$ cat src/rtl/mem_port_arbiter.sv
// mem_port_arbiter: round-robin share of the unified memory port between the
// instruction-fetch (I) and data (D) requesters, with a per-access timeout.
module mem_port_arbiter #(
  parameter int              AW       = 32,
  parameter int              DW       = 32,
  parameter int              TIMEOUT  = 16,
  parameter logic [DW-1:0]   ERR_DATA = 32'hDEADBEEF
) (
  input  logic          clk,
  input  logic          reset,
  input  logic          i_req,
  input  logic [AW-1:0] i_addr,
  output logic          i_rdy,
  output logic [DW-1:0] i_rdata,
  input  logic          d_req,
  input  logic          d_we,
  input  logic [AW-1:0] d_addr,
  input  logic [DW-1:0] d_wdata,
  output logic          d_rdy,
  output logic [DW-1:0] d_rdata,
  output logic          mem_en,
  output logic          mem_we,
  output logic [AW-1:0] mem_addr,
  output logic [DW-1:0] mem_wdata,
  input  logic [DW-1:0] mem_rdata,
  input  logic          mem_ack,
  output logic          bus_err
);

  if (TIMEOUT < 2 || TIMEOUT > 255) begin : g_bad_timeout
    $error("TIMEOUT must lie in 2..255");
  end

  typedef enum logic [1:0] {
    ST_IDLE,
    ST_BUSY,
    ST_RESP
  } state_t;

  localparam logic [7:0] CNT_LAST = 8'(TIMEOUT - 1);

  state_t        r_state;
  logic          r_last_d;
  logic          r_own_d;
  logic [7:0]    r_cnt;
  logic          r_mem_en;
  logic          r_mem_we;
  logic [AW-1:0] r_mem_addr;
  logic [DW-1:0] r_mem_wdata;
  logic          r_i_rdy;
  logic          r_d_rdy;
  logic [DW-1:0] r_i_rdata;
  logic [DW-1:0] r_d_rdata;
  logic          r_bus_err;

  logic          w_any;
  logic          w_tie;
  logic          w_gnt_d;
  logic          w_done;
  logic [DW-1:0] w_rdata;

  assign w_any   = i_req | d_req;
  assign w_tie   = i_req & d_req;
  // on a tie the requester that did not win the previous tie goes first
  assign w_gnt_d = w_tie ? ~r_last_d : d_req;
  assign w_done  = mem_ack | (r_cnt == CNT_LAST);
  assign w_rdata = mem_ack ? mem_rdata : ERR_DATA;

  always_ff @(posedge clk) begin
    if (!reset) begin
      r_state     <= ST_IDLE;
      r_last_d    <= 1'b1;
      r_own_d     <= 1'b0;
      r_cnt       <= '0;
      r_mem_en    <= 1'b0;
      r_mem_we    <= 1'b0;
      r_mem_addr  <= '0;
      r_mem_wdata <= '0;
      r_i_rdy     <= 1'b0;
      r_d_rdy     <= 1'b0;
      r_i_rdata   <= '0;
      r_d_rdata   <= '0;
      r_bus_err   <= 1'b0;
    end else begin
      unique case (r_state)
        ST_IDLE: begin
          if (w_any) begin
            r_state  <= ST_BUSY;
            r_own_d  <= w_gnt_d;
            r_cnt    <= '0;
            r_mem_en <= 1'b1;
            if (w_tie) r_last_d <= w_gnt_d;
            if (w_gnt_d) begin
              r_mem_addr  <= d_addr;
              r_mem_we    <= d_we;
              r_mem_wdata <= d_wdata;
            end else begin
              r_mem_addr  <= i_addr;
              r_mem_we    <= 1'b0;
              r_mem_wdata <= '0;
            end
          end
        end
        ST_BUSY: begin
          r_cnt <= r_cnt + 8'd1;
          if (w_done) begin
            r_state  <= ST_RESP;
            r_mem_en <= 1'b0;
            r_mem_we <= 1'b0;
            if (!mem_ack) r_bus_err <= 1'b1;
            if (r_own_d) begin
              r_d_rdy   <= 1'b1;
              r_d_rdata <= w_rdata;
            end else begin
              r_i_rdy   <= 1'b1;
              r_i_rdata <= w_rdata;
            end
          end
        end
        ST_RESP: begin
          r_state <= ST_IDLE;
          r_cnt   <= '0;
          r_i_rdy <= 1'b0;
          r_d_rdy <= 1'b0;
        end
        default: r_state <= ST_IDLE;
      endcase
    end
  end

  assign i_rdy     = r_i_rdy;
  assign i_rdata   = r_i_rdata;
  assign d_rdy     = r_d_rdy;
  assign d_rdata   = r_d_rdata;
  assign mem_en    = r_mem_en;
  assign mem_we    = r_mem_we;
  assign mem_addr  = r_mem_addr;
  assign mem_wdata = r_mem_wdata;
  assign bus_err   = r_bus_err;

endmodule

$ cat config.mk
export PLATFORM = sky130hd
export DESIGN_NAME = mem_port_arbiter
export DESIGN_NICKNAME = d
export VERILOG_FILES = /design/src/rtl/mem_port_arbiter.sv
export SDC_FILE = /design/constraint.sdc
export NUM_CORES = 1
export LEC_CHECK = 0
export CAP_MARGIN = 40
export CORE_MARGIN = 5
export CORE_UTILIZATION = 43
export CTS_CLUSTER_DIAMETER = 30
export DETAILED_ROUTE_END_ITERATION = 6
export PLACE_DENSITY = 0.8
export SYNTH_ARGS = -nofsm -noshare
export SYNTH_HDL_FRONTEND = slang
export SYNTH_SLANG_ARGS = --single-unit
export TNS_END_PERCENT = 100
$ cat constraint.sdc
create_clock -name clk -period 2.4 [get_ports clk]
set_clock_uncertainty 0.2 [all_clocks]
set_input_delay 0.6 -clock clk [delete_from_list [all_inputs] [get_ports clk]]
set_output_delay 0.6 -clock clk [all_outputs]
set_load 0.05 [all_outputs]
==> results.json <==
{
  "run_status": "finished clean",
  "criticalPathCategory": "reg -> out",
  "cp_top_family": "buffers and inverters",
  "synth_warnings": 0,
  "grt_max_degree": 69,
  "cts_tree": "yes",
  "globalRouteTotalUtil_pct": 21.4,
  "fin_ws_ns": 0.0323,
  "initial_core_util_pct": 43.5,
  "setup_total_negative_slack_ns": 0,
  "cts.reportedPaths.clkPinSlew_ns": 0.06,
  "post_syn_nets": 833,
  "pre_cts_slack_ns": -0.0436,
  "cp_cell_sequence": "clkdlybuf4s50_1",
  "multi_input_area_um2": 3070,
  "setup.worst_path.start_class": "register",
  "power.combinational.fraction_pct": 23.6,
  "antenna_found_initial": 0,
  "timing.max_cap.violations": 0,
  "synth_edf_count": 0,
  "power.switching_mw": 2.12,
  "die_area_um2": 17800,
  "fin_util_pct": 66.3,
  "finish.net_count": 1068,
  "finalSetupViolations": 0,
  "max_freq_ghz": 0.422,
  "power.switching_fraction_pct": 29.4,
  "final_period_minus_worst_setup_slack_ns": 2.37,
  "gp_routability_congestion": 0.782,
  "clock_tree.root_cell": "clkbuf_16",
  "period_utilization_post_route_pct": 98.7,
  "ys_seq_area_share_pct": 44.4,
  "floorplan.core_area_um2": 15000,
  "ctsHtreeMaxLevel": 4,
  "die_w_um": 133,
  "seq_power_share_pct": 36.7,
  "netlist_instances": 698,
  "syn_to_final_growth_pct": 52.6,
  "vias": 6056,
  "worstPathBufferInverterCount": 1,
  "grt_pass1_wl_um": 31100,
  "mostFrequentLayoutCell": "clkdlybuf4s50_1",
  "grt.overflow.total": 0,
  "endpoint_kind": "output port",
  "crit_path_max_fanout": 2,
  "final_layout_size_suffix_gt1_share_pct": 10.0,
  "placed_cells_incl_taps": 1102,
  "worst_ep_arrival_time_ns": 1.57,
  "detailed_place_hpwl_um": 13700,
  "final_hold_viol_count": 0,
  "clock_latency_on_the_worst_skew_pair_ns": 0.41,
  "critPathRequiredTime_ns": 1.60,
  "layout.cell_area.non_filler_um2": 9970,
  "pwr_dens_nw_per_um2": 723,
  "grt_setup_unrepaired": "false",
  "detailedRoute.firstIterationViolations": 362,
  "synth.lib_cells_used.distinct": 45,
  "std_cell_rows": 45,
  "max-clock-path-buffers": 2,
  "yosys_register_bits": 145,
  "avgViaCountPerCell": 5.34,
  "peakVddDrop_mv": 0.587,
  "final_cell_mix": "clkdlybuf4s50_1 (169), dfxtp_1 (145), mux2i_1 (80)",
  "power_frac_clock_pct": 39.7,
  "routed_wl_um": 19800,
  "holdCritPathClass": "reg -> reg",
  "regArea_um2": 2900,
  "fillerInstances": 1249,
  "power.leakage_nw": 4.08,
  "final_cell_count_without_fillers": 1134,
  "worst_pin_slew_ns": 0.658,
  "dpl-instance-area_um2": 9310,
  "fin_total_pwr_mw": 7.21,
  "drt-pass1-iter-count": 5,
  "timing.hold.ws_ns": 0.269,
  "ant_nets": 0,
  "number_of_global_route_vias_before_repair": 5991,
  "chipHeight_um": 133,
  "io_pins": 267,
  "postSynth.asyncResetShare_pct": 0,
  "port_buffers": 266,
  "drt_drc_violations_left": 0,
  "cellInternalPower_mw": 5.09,
  "cp_slowest_stage_delay_ns": 0.83,
  "post_synth_instance_area_um2": 6530,
  "critical_path.slowest_cell": "clkdlybuf4s50_1",
  "max_slew_margin_pct": 56.2,
  "antenna-diode-count": 0,
  "cts_sinks": 145,
  "syn-mean-instance-area_um2": 9.36,
  "detail_route.wl_per_cell_um": 17.4,
  "numCtsBuffers": 17,
  "ys.flop_type": "dfxtp_1",
  "drv_slew": 0
}
==> cell type report <==
class,instances,share of cell area (%)
Multi-Input combinational cell,429,30.8
Timing Repair Buffer,288,29.4
Sequential cell,145,29.1
Clock buffer,21,4.52
Tap cell,188,2.36
Inverter,52,1.98
Clock inverter,11,1.86
==> state kept, by name, summed over array words and instances (netlist names) <==
register and flops:
mem_wdata 32, r_state 2, mem_we 1, i_rdata 32, r_cnt 8, d_rdata 32, r_last_d 1, mem_en 1
i_rdy 1, mem_addr 32, r_own_d 1, bus_err 1, d_rdy 1
==> worst paths after layout <==
check,from,end,slack [ns],cells after the start
worst min register to register,d_rdata[16],d_rdata[16],0.27,2
worst max register to register,r_cnt[0],i_rdata[13],0.43,5
worst min-delay path,d_rdata[16],d_rdata[16],0.27,2
worst max-delay path,mem_wdata[31],mem_wdata[31],0.03,1
==> Yosys cell counts, types with 2 or more instances <==
| cell | count | share of area, % |
|---|---|---|
| dfxtp_1 | 145 | 44 |
| mux2i_1 | 80 | 12 |
| a21oi_1 | 71 | 5.4 |
| a211oi_1 | 70 | 8.0 |
| inv_1 | 52 | 3.0 |
| o21ai_0 | 40 | 3.1 |
| nand3_1 | 37 | 2.8 |
| clkbuf_1 | 32 | 1.8 |
| buf_2 | 24 | 1.8 |
| a311oi_1 | 21 | 2.8 |
| a31oi_1 | 18 | 1.7 |
| nand2b_1 | 18 | 1.7 |
| nand2_1 | 17 | 0.98 |
| a211oi_2 | 12 | 2.3 |
| or2b_1 | 10 | 1.1 |
| buf_6 | 7 | 1.2 |
| nor2_1 | 6 | 0.34 |
| buf_4 | 5 | 0.57 |
| a41oi_1 | 3 | 0.40 |
| buf_8 | 2 | 0.46 |
| nand3b_1 | 2 | 0.23 |
| o2111ai_1 | 2 | 0.27 |
| or2_2 | 2 | 0.19 |
==> metal layers <==
layer | GRT usage, % | up-vias | wire length (um)
li1 | - | 3006 | -
met1 | 26.2 | 2831 | 8140
met2 | 36.0 | 191 | 9950
met3 | 5.70 | 28 | 1250
met4 | 8.63 | 0 | 444
met5 | 0 | - | 0
==> kinds of logic after synthesis <==
logic type | after synthesis | share of synthesized area [%]
adder cells (fa/ha/maj) | 1 | 0.191
AO/OA/AOI/OAI | 244 | 25.0
flip-flops | 145 | 44.4
buffers and inverters | 124 | 9.04
AND/OR/NAND/NOR | 104 | 9.10
multiplexers | 80 | 12.3
==> tightest hold or removal path: cells and delay by family (launching register included) <==
kind	cells	cell delay, ns
flip-flops	1	0.32
AO/OA/AOI/OAI	1	0.05
buffers and inverters	1	0.05
==> what timing repair did <==
| action | 4_1_cts | 5_1_grt |
|---|---|---|
| hold buffers | 0 | 0 |
| resized for setup | 43 | 32 |
| setup buffers | 0 | 0 |
| cloned | 0 | 0 |
| endpoints found under the setup margin | 43 | 32 |
==> power groups by stage <==
stage	clock (mW)	combinational [mW]	sequential (mW)
3_5_place_dp	0	1.73	2.70
5_1_grt	3.02	1.80	2.66
4_1_cts	2.92	1.71	2.65
3_3_place_gp	0	1.72	2.69
2_1_floorplan	0	0.616	3.15
6_report	2.87	1.70	2.65
(Power assumes the default switching activity.)
